[src/rtl/bus_display_scanner_pkg.sv]
// Shared constants for the bus display scanner: capture modes, blank code and
// the active-low gfedcba hex font.
package bus_display_pkg;

    localparam logic [1:0] MODE_LIVE    = 2'b00;
    localparam logic [1:0] MODE_CAPTURE = 2'b01;
    localparam logic [1:0] MODE_HOLD    = 2'b10;

    localparam logic [7:0] SEG_BLANK = 8'hFF;

    localparam logic [6:0] HEX_SEG [16] = '{
        7'h40, 7'h79, 7'h24, 7'h30, 7'h19, 7'h12, 7'h02, 7'h78,
        7'h00, 7'h10, 7'h08, 7'h03, 7'h46, 7'h21, 7'h06, 7'h0E
    };

endpackage

[src/rtl/bus_display_scanner_if.sv]
// Bus probe bundle feeding the display scanner: observed bus plus display controls.
interface bus_display_scanner_if #(
    parameter int ADDR_W = 16,
    parameter int DATA_W = 8
);
    logic [ADDR_W-1:0] address;
    logic [DATA_W-1:0] data;
    logic              bus_valid;
    logic [1:0]        mode;
    logic              lzb;

    modport master (output address, data, bus_valid, mode, lzb);
    modport slave  (input  address, data, bus_valid, mode, lzb);
endinterface

[src/rtl/bus_display_scanner_hex_seg_decoder.sv]
// Nibble to active-low seven-segment pattern; blank forces all segments off.
module hex_seg_decoder
    import bus_display_pkg::*;
(
    input  logic [3:0] nibble,
    input  logic       blank,
    output logic [6:0] pattern
);
    assign pattern = blank ? SEG_BLANK[6:0] : HEX_SEG[nibble];
endmodule

[src/rtl/bus_display_scanner.sv]
// Multiplexed seven-segment scanner showing captured address/data nibbles with
// per-slot anti-ghost blanking, leading-zero blanking and an activity DP.
module bus_display_scanner
    import bus_display_pkg::*;
#(
    parameter int NUM_DIGITS = 8,
    parameter int ADDR_W     = 16,
    parameter int DATA_W     = 8,
    parameter int SCAN_DIV   = 100000,
    parameter int BLANK_CYC  = 2000,
    parameter int ACT_CYC    = 10000000
) (
    input  logic                  clk,
    input  logic                  rst_n,
    bus_display_scanner_if.slave  bus,
    output logic [7:0]            seg,
    output logic [NUM_DIGITS-1:0] an,
    output logic                  frame_tick
);
    localparam int ADDR_DIG = ADDR_W / 4;
    localparam int DATA_LO  = NUM_DIGITS - DATA_W / 4;
    localparam int DIV_W    = $clog2(SCAN_DIV);
    localparam int IDX_W    = $clog2(NUM_DIGITS);
    localparam int ACT_W    = $clog2(ACT_CYC + 1);

    localparam logic [DIV_W-1:0] DIV_LAST  = DIV_W'(SCAN_DIV - 1);
    localparam logic [DIV_W-1:0] BLANK_END = DIV_W'(BLANK_CYC);
    localparam logic [IDX_W-1:0] IDX_LAST  = IDX_W'(NUM_DIGITS - 1);
    localparam logic [ACT_W-1:0] ACT_LOAD  = ACT_W'(ACT_CYC);

    logic [ADDR_W-1:0] cap_addr;
    logic [DATA_W-1:0] cap_data;
    logic [ACT_W-1:0]  act_cnt;
    logic [DIV_W-1:0]  div_cnt;
    logic [IDX_W-1:0]  idx;
    logic              load, hold, div_last, wrap;

    assign hold     = bus.mode[1];
    assign load     = (bus.mode == MODE_LIVE) || (bus.mode == MODE_CAPTURE && bus.bus_valid);
    assign div_last = (div_cnt == DIV_LAST);
    assign wrap     = div_last && (idx == IDX_LAST);

    always_ff @(posedge clk or negedge rst_n) begin
        if (!rst_n) begin
            cap_addr <= '0;
            cap_data <= '0;
            act_cnt  <= '0;
        end else begin
            if (load) begin
                cap_addr <= bus.address;
                cap_data <= bus.data;
            end
            if (bus.bus_valid && !hold)
                act_cnt <= ACT_LOAD;
            else if (act_cnt != '0)
                act_cnt <= act_cnt - ACT_W'(1);
        end
    end

    always_ff @(posedge clk or negedge rst_n) begin
        if (!rst_n) begin
            div_cnt <= '0;
            idx     <= '0;
        end else if (div_last) begin
            div_cnt <= '0;
            idx     <= (idx == IDX_LAST) ? '0 : idx + IDX_W'(1);
        end else begin
            div_cnt <= div_cnt + DIV_W'(1);
        end
    end

    // Every digit is decoded in parallel; the scan index just picks one.
    logic [NUM_DIGITS-1:0][6:0] pat;

    for (genvar d = 0; d < NUM_DIGITS; d++) begin : g_dig
        logic [3:0] nib;
        logic       blk;
        if (d < ADDR_DIG) begin : g_addr
            assign nib = cap_addr[4*d +: 4];
            if (d == 0) begin : g_lsn
                assign blk = 1'b0;
            end else begin : g_msn
                assign blk = bus.lzb && (cap_addr[ADDR_W-1:4*d] == '0);
            end
        end else if (d >= DATA_LO) begin : g_data
            assign nib = cap_data[4*(d-DATA_LO) +: 4];
            if (d == DATA_LO) begin : g_lsn
                assign blk = 1'b0;
            end else begin : g_msn
                assign blk = bus.lzb && (cap_data[DATA_W-1:4*(d-DATA_LO)] == '0);
            end
        end else begin : g_gap
            assign nib = '0;
            assign blk = 1'b1;
        end
        hex_seg_decoder u_dec (.nibble(nib), .blank(blk), .pattern(pat[d]));
    end

    always_ff @(posedge clk or negedge rst_n) begin
        if (!rst_n) begin
            seg        <= SEG_BLANK;
            an         <= '1;
            frame_tick <= 1'b0;
        end else begin
            frame_tick <= wrap;
            if (div_cnt < BLANK_END) begin
                seg <= SEG_BLANK;
                an  <= '1;
            end else begin
                an  <= ~(NUM_DIGITS'(1) << idx);
                seg <= {~(idx == '0 && act_cnt != '0), pat[idx]};
            end
        end
    end

endmodule

[src/flat_wrapper.sv]
// flat-port wrapper written by rule: the top's interface ports become plain ports
module bus_display_scanner_flat import bus_display_pkg::*;
#(
    parameter int NUM_DIGITS = 8,
    parameter int ADDR_W     = 16,
    parameter int DATA_W     = 8,
    parameter int SCAN_DIV   = 100000,
    parameter int BLANK_CYC  = 2000,
    parameter int ACT_CYC    = 10000000
)
  (clk, rst_n, seg, an, frame_tick, bus_address, bus_data, bus_bus_valid, bus_mode, bus_lzb);
  bus_display_scanner_if #(.ADDR_W(ADDR_W), .DATA_W(DATA_W)) bus_i ();
  input  logic clk;
  input  logic rst_n;
  output logic [7:0] seg;
  output logic [NUM_DIGITS-1:0] an;
  output logic frame_tick;
  input wire logic [$bits(bus_i.address)-1:0] bus_address;
  input wire logic [$bits(bus_i.data)-1:0] bus_data;
  input wire logic [$bits(bus_i.bus_valid)-1:0] bus_bus_valid;
  input wire logic [$bits(bus_i.mode)-1:0] bus_mode;
  input wire logic [$bits(bus_i.lzb)-1:0] bus_lzb;
  assign bus_i.address = bus_address;
  assign bus_i.data = bus_data;
  assign bus_i.bus_valid = bus_bus_valid;
  assign bus_i.mode = bus_mode;
  assign bus_i.lzb = bus_lzb;
  bus_display_scanner #(.NUM_DIGITS(NUM_DIGITS), .ADDR_W(ADDR_W), .DATA_W(DATA_W), .SCAN_DIV(SCAN_DIV), .BLANK_CYC(BLANK_CYC), .ACT_CYC(ACT_CYC)) u_core (.clk(clk), .rst_n(rst_n), .bus(bus_i), .seg(seg), .an(an), .frame_tick(frame_tick));
endmodule
[config.mk]
export PLATFORM = sky130hd
export DESIGN_NAME = bus_display_scanner_flat
export DESIGN_NICKNAME = d
export VERILOG_FILES = /design/src/rtl/bus_display_scanner_pkg.sv /design/src/rtl/bus_display_scanner_if.sv /design/src/rtl/bus_display_scanner_hex_seg_decoder.sv /design/src/rtl/bus_display_scanner.sv /design/src/flat_wrapper.sv
export SDC_FILE = /design/constraint.sdc
export NUM_CORES = 1
export LEC_CHECK = 0
export ABC_CLOCK_PERIOD_IN_PS = 2340
export CAP_MARGIN = 20
export CORE_MARGIN = 4
export CORE_UTILIZATION = 40
export DETAILED_ROUTE_END_ITERATION = 12
export PLACE_DENSITY_LB_ADDON = 0.15
export SYNTH_ARGS = -nofsm -noshare
export SYNTH_HDL_FRONTEND = slang
export SYNTH_SLANG_ARGS = --single-unit
[constraint.sdc]
create_clock -name clk -period 2.34 [get_ports clk]
set_input_delay 0.702 -clock clk [delete_from_list [all_inputs] [get_ports clk]]
set_output_delay 0.702 -clock clk [all_outputs]
set_load 0.1 [all_outputs]
# After elaboration in Yosys (flattened, before gate mapping)

Memories as Yosys holds them, arrays and structs flattened.
Cells that the tools add are included.

$add $sub $neg: 3
Shift-type cells: 1
$lt $le $gt $ge: 8
Reductions and logical operators: 18
Bitwise logic cells: 8
Equal/unequal tests: 3
Muxes and demuxes: 24

Operators by type and width:

| cell                  | number |
|---|---|
| $mux 7                | 17 |
| $mux 24               | 2 |
| $ge 5x5->1 const B    | 6 |
| $not 4->5             | 6 |
| $reduce_bool 24->1    | 1 |
| $sub 24x1->24 const B | 1 |
| $bmux 7 s3            | 1 |
| $add 17x1->17 const B | 1 |
| $eq 17x17->1 const B  | 1 |
| $lt 17x11->1 const B  | 1 |
| $mux 17               | 1 |
| $mux 8                | 2 |
| $logic_not 12->1      | 1 |
| $logic_and 1x1->1     | 8 |
| $logic_not 4->1       | 2 |
| $logic_not 8->1       | 1 |
| $not 8->8             | 1 |
| $shl 1x3->8 const A   | 1 |
| $lt 3x4->1 const B    | 1 |
| $add 3x1->3 const B   | 1 |
| $eq 3x3->1 const B    | 1 |
| $logic_not 3->1       | 1 |
| $mux 3                | 1 |
| $eq 2x1->1 const B    | 1 |
| other kinds (5)       | 5 |

Word-level logic and storage cells: 79
Flip-flop bits (word level): 85
Memories kept: 6
Memory bits (read-only): 672

Memories:

| memory           | words | bits a word | read ports | clocked after memory_dff | write ports | RTL line                                 | source |
|---|---|---|---|---|---|---|---|
| (name not given) | 16    | 7           | 1          | 0                        | 0           | bus_display_scanner_hex_seg_decoder.sv:9 | `assign pattern = blank ? SEG_BLANK[6:0] : HEX_SEG[nibble];` |
| (name not given) | 16    | 7           | 1          | 0                        | 0           | bus_display_scanner_hex_seg_decoder.sv:9 |  |
| (name not given) | 16    | 7           | 1          | 0                        | 0           | bus_display_scanner_hex_seg_decoder.sv:9 |  |
| (name not given) | 16    | 7           | 1          | 0                        | 0           | bus_display_scanner_hex_seg_decoder.sv:9 |  |
| (name not given) | 16    | 7           | 1          | 0                        | 0           | bus_display_scanner_hex_seg_decoder.sv:9 |  |
| (name not given) | 16    | 7           | 1          | 0                        | 0           | bus_display_scanner_hex_seg_decoder.sv:9 |  |

# Depth between registers and ports, before layout

Word-level depth: 8
Depth in mapped cells: 8
Depth with buffers taken out: 7

# Cells and area by module

From an unflattened synthesis, not the netlist that was laid out.

Cell total of the unflattened synthesis: 650
Area, all modules: 6,603.8 um^2

Modules (own cells, without submodules):

| module              | cells an instance | area each (um^2) | seq. area each (um^2) | times used |
|---|---|---|---|---|
| bus_display_scanner | 370               | 4,211.5          | 2,147.1               | 1 |
| hex_seg_decoder     | 35                | 299.0            | 0.0                   | 8 |

# Worst setup path before layout

OpenSTA, ideal clock, no wires.

Path type: input to register
Start point: input bus_lzb
End point: register u_core.seg[5]
Setup time: 0.079 ns
Path buffers: 0
Data required time: 2.261 ns
Data arrival time: 2.079 ns
Cell stages on the path: 5
Slack: 0.182 ns
Path through: nor4bb_1 nand2_1 a311o_1 a311o_1 o21ai_0

Longest elaborated chain between the ends: 5
Elaborated cells on any way between the ends: 11

Ends and longest elaborated chain:

| element                                     | RTL line                                             | source |
|---|---|---|
| start: declaration                          | flat_wrapper.sv:22                                   | `input wire logic [$bits(bus_i.lzb)-1:0] bus_lzb;` |
| $logic_and 1x1->1, on equally long branches | bus_display_scanner.sv:83, bus_display_scanner.sv:90 |  |
| $mux 7                                      | bus_display_scanner_hex_seg_decoder.sv:9             |  |
| $bmux 7 s3 (*)                              | bus_display_scanner.sv:111                           | `seg <= {~(idx == '0 && act_cnt != '0), pat[idx]};` |
| $mux 7 (not written as such) (*)            | bus_display_scanner.sv:111                           |  |
| $mux 8 (*)                                  | bus_display_scanner.sv:106                           | `if (div_cnt < BLANK_END) begin` |
| end signal: assignment                      | bus_display_scanner.sv:111                           |  |
| end: declaration                            | bus_display_scanner.sv:16                            | `output logic [7:0] seg,` |

Every way passes the cells marked *; elsewhere a longest branch is shown, timed or not. The select of a mux whose other input is x is not followed.
A chain may end at the register's enable or synchronous reset.

# Final worst setup path

Start point: register u_core.act_cnt[4]
End point: register u_core.act_cnt[9]

Longest elaborated chain between the ends: 3
Elaborated cells on any way between the ends: 5

Ends and longest elaborated chain:

| element                  | RTL line                  | source |
|---|---|---|
| start: declaration       | bus_display_scanner.sv:33 | `logic [ACT_W-1:0] act_cnt;` |
| start signal: assignment | bus_display_scanner.sv:56 | `act_cnt <= act_cnt - ACT_W'(1);` |
| $sub 24x1->24            | bus_display_scanner.sv:56 |  |
| $mux 24                  | bus_display_scanner.sv:55 | `else if (act_cnt != '0)` |
| $mux 24                  | bus_display_scanner.sv:53 | `if (bus.bus_valid && !hold)` |

Several ways; a longest one is shown, not always the timed one. The select of a mux whose other input is x is not followed.

==> results.py <==
metrics = {
    "critical_path": {
        "cp.arrival_ps": 2420,
        "crit_family": "simple AND/OR/NAND/NOR gates",
        "max_stage_delay_ps": 570,
        "worstSetupPathType": "register to register",
        "path_cells": "or4_4, or4_4, a2111oi_4, xnor2_1, nand2_1",
        "path_common_cell": "or4_4",
        "ff2ff_setup_slack_ps": 130,
        "start_kind": "register",
        "end_kind": "register",
        "path_buf_inv": 0,
        "crit_slowest_cell": "or4_4",
        "worstPathMaxFanout": 9,
        "crit_required_ps": 2550,
    },
    "synthesis": {
        "synth_cells": 595,
        "synth.ff_latch_count": 85,
        "seq_area_frac_synth_pct": 38.1,
        "ys_warn_count": 0,
        "synth-async-reset-ratio_pct": 100,
        "synth_edf_count": 0,
        "synthFlopType": "dfrtp_1",
        "syn_avg_cell_area_um2": 9.46,
        "syn-cell-area_um2": 5630,
        "ys_types": 71,
        "syn_nets": 671,
    },
    "timing": {
        "timing.fmax_ghz": 0.452,
        "timing.final.crit_period_ps": 2210,
        "worst_pin_slew_ps": 573,
        "fin_setup_tns_ps": 0,
        "maxSlewHeadroom_pct": 61.8,
        "rsz0062_at_grt": "no",
        "setup_viol": 0,
        "finalMaxSlewViolations": 0,
        "hold_viol": 0,
        "fin_worst_skew_ps": 13.3,
        "timing.final.crit_share_pct": 94.5,
    },
    "floorplanning": {
        "die-area_um2": 16000,
        "core.rowCount": 43,
        "io_pins": 47,
        "initial_core_util_pct": 40.7,
        "die_h_um": 127,
        "core_area_um2": 13800,
        "die_w_um": 127,
    },
    "cts": {
        "clk_pin_slew_ps": 60,
        "cts_setup_buffers": 0,
        "clockRootBuffer": "clkbuf_16",
        "cts_max_level": 3,
        "cts_tree": "yes",
        "cts.sinks": 85,
        "numCtsBuffers": 9,
        "clk_latency_ps": 350,
        "cts.path.max_buffers": 2,
    },
    "cells_and_area": {
        "syn_to_final_growth_pct": 23.9,
        "final_common_cell": "dfrtp_1",
        "layout-drive-gt1-share_pct": 19.7,
        "final_cell_mix": "dfrtp_1 (69), nand2_1 (67), ha_1 (46)",
        "final_cells": 841,
        "fillers": 1253,
        "finish.net_count": 732,
        "n_antenna_cell": 0,
    },
    "placement": {
        "post-place-cells": 825,
        "hpwl_mm": 10.1,
        "portBuffers": 46,
        "gp_congestion": 0.894,
    },
    "routing": {
        "vias": 4614,
        "drtIter0Drc": 282,
        "avgViaCountPerCell": 5.49,
        "avgRoutedWirePerCell_um": 16.0,
        "ant_nets": 0,
        "wirelength_mm": 13.4,
        "first_pass_iters": 5,
        "drc": 0,
    },
    "global_routing": {
        "grt_remaining_overflow": 0,
        "grt_max_degree": 33,
        "grt_pass1_vias": 4655,
        "antenna_found_initial": 0,
        "grt_pass1_wl_mm": 22.7,
        "grt_use_total_pct": 17.3,
    },
    "power": {
        "ir_drop_mv": 0.381,
        "leakage_nw": 2.90,
        "power.density_nw_per_um2": 615,
    },
    "status": {
        "status": "finished clean",
    },
    "job": {
        "maxCapViolations": 0,
    },
    "hold_path": {
        "hold_class": "input pin to async pin",
    },
}
metrics by stage:
| step | util [%] | setup WS [ps] | instance area [µm²] | hold slack (ps) | total power, mW |
|---|---|---|---|---|---|
| after global placement | 48.1 | -233 | 6660 | 480 | 2.82 |
| after floorplan | - | 182 | 5630 | 406 | 2.51 |
| after CTS | 50.3 | 46.4 | 6960 | 299 | 4.33 |
| after detailed placement | 48.1 | -325 | 6660 | 486 | 2.85 |
| final | 50.5 | 128 | 6980 | 297 | 4.29 |
| after global routing | 50.5 | 44.6 | 6980 | 313 | 4.55 |
area by class of cell:
type                       count  area (µm²)  share of cell area (%)
clock buffer                  11         243                    3.48
clock inverter                 5        61.3                   0.879
inverter                      29         109                    1.56
multi-input combinational    450        3270                    46.9
sequential                    85        2150                    30.8
tap                          180         225                    3.23
timing repair buffer          81         918                    13.2
state kept, by name (all words and copies together) (netlist names):
name / cells
u_core.frame_tick: 1
u_core.cap_addr: 16
u_core.cap_data: 8
u_core.div_cnt: 17
u_core.an: 8
u_core.seg: 8
u_core.act_cnt: 24
u_core.idx: 3
where the power goes:
part / switching [mW] / internal (mW)
sequential: 0.185 / 1.59
clock: 0.603 / 0.861
combinational: 0.544 / 0.509
total: 1.33 / 2.96
routing by layer:
metal	vias up	wire length, µm	track usage, %
met5	-	0	0
met4	0	183	4.67
met3	14	498	3.41
met2	96	6710	30.1
met1	2228	6040	21.9
li1	2276	-	-
worst paths after layout:
kind / start / to / cells after the start
worst min-delay path: rst_n / u_core.act_cnt[18]$_DFFE_PN0P_ / 1
worst max-delay path: u_core.act_cnt[4]$_DFFE_PN0P_ / u_core.act_cnt[9]$_DFFE_PN0P_ / 5
worst min register to register: u_core.div_cnt[0]$_DFF_PN0_ / u_core.div_cnt[0]$_DFF_PN0_ / 1
min in group clk: u_core.div_cnt[0]$_DFF_PN0_ / u_core.div_cnt[0]$_DFF_PN0_ / 1
max in group asynchronous: rst_n / u_core.seg[0]$_DFF_PN1_ / 2
worst max register to register: u_core.act_cnt[4]$_DFFE_PN0P_ / u_core.act_cnt[9]$_DFFE_PN0P_ / 5
kinds of logic (layout without fill, tap and decap cells):
family	Yosys count	after routing	share of synthesized area (%)
fa+ha+maj	46	46	10.2
xor+xnor	28	28	4.36
simple gates	204	204	19.5
flops	85	85	38.1
mux	33	33	6.76
buf+inv	60	126	4.20
compound gates	139	139	16.9
cell usage after synthesis (16+ instances only):
cell | count | share of area (%)
dfrtp_1 | 69 | 31
nand2_1 | 67 | 4.5
ha_1 | 46 | 10
o21ai_0 | 40 | 3.6
nor2_1 | 37 | 2.5
inv_1 | 28 | 1.9
clkbuf_1 | 26 | 1.7
a21oi_1 | 23 | 2.0
nand3_1 | 23 | 2.0
mux2_2 | 20 | 4.0
xnor2_1 | 18 | 2.8
dfstp_2 | 16 | 7.5
timing repair:
action | in CTS | in global routing
hold buffers | 0 | 0
hold endpoints to repair | 0 | 0
gates resized for setup | 0 | 3
endpoints found under the setup margin | 0 | 5
Power figures use the tool's default switching activity.
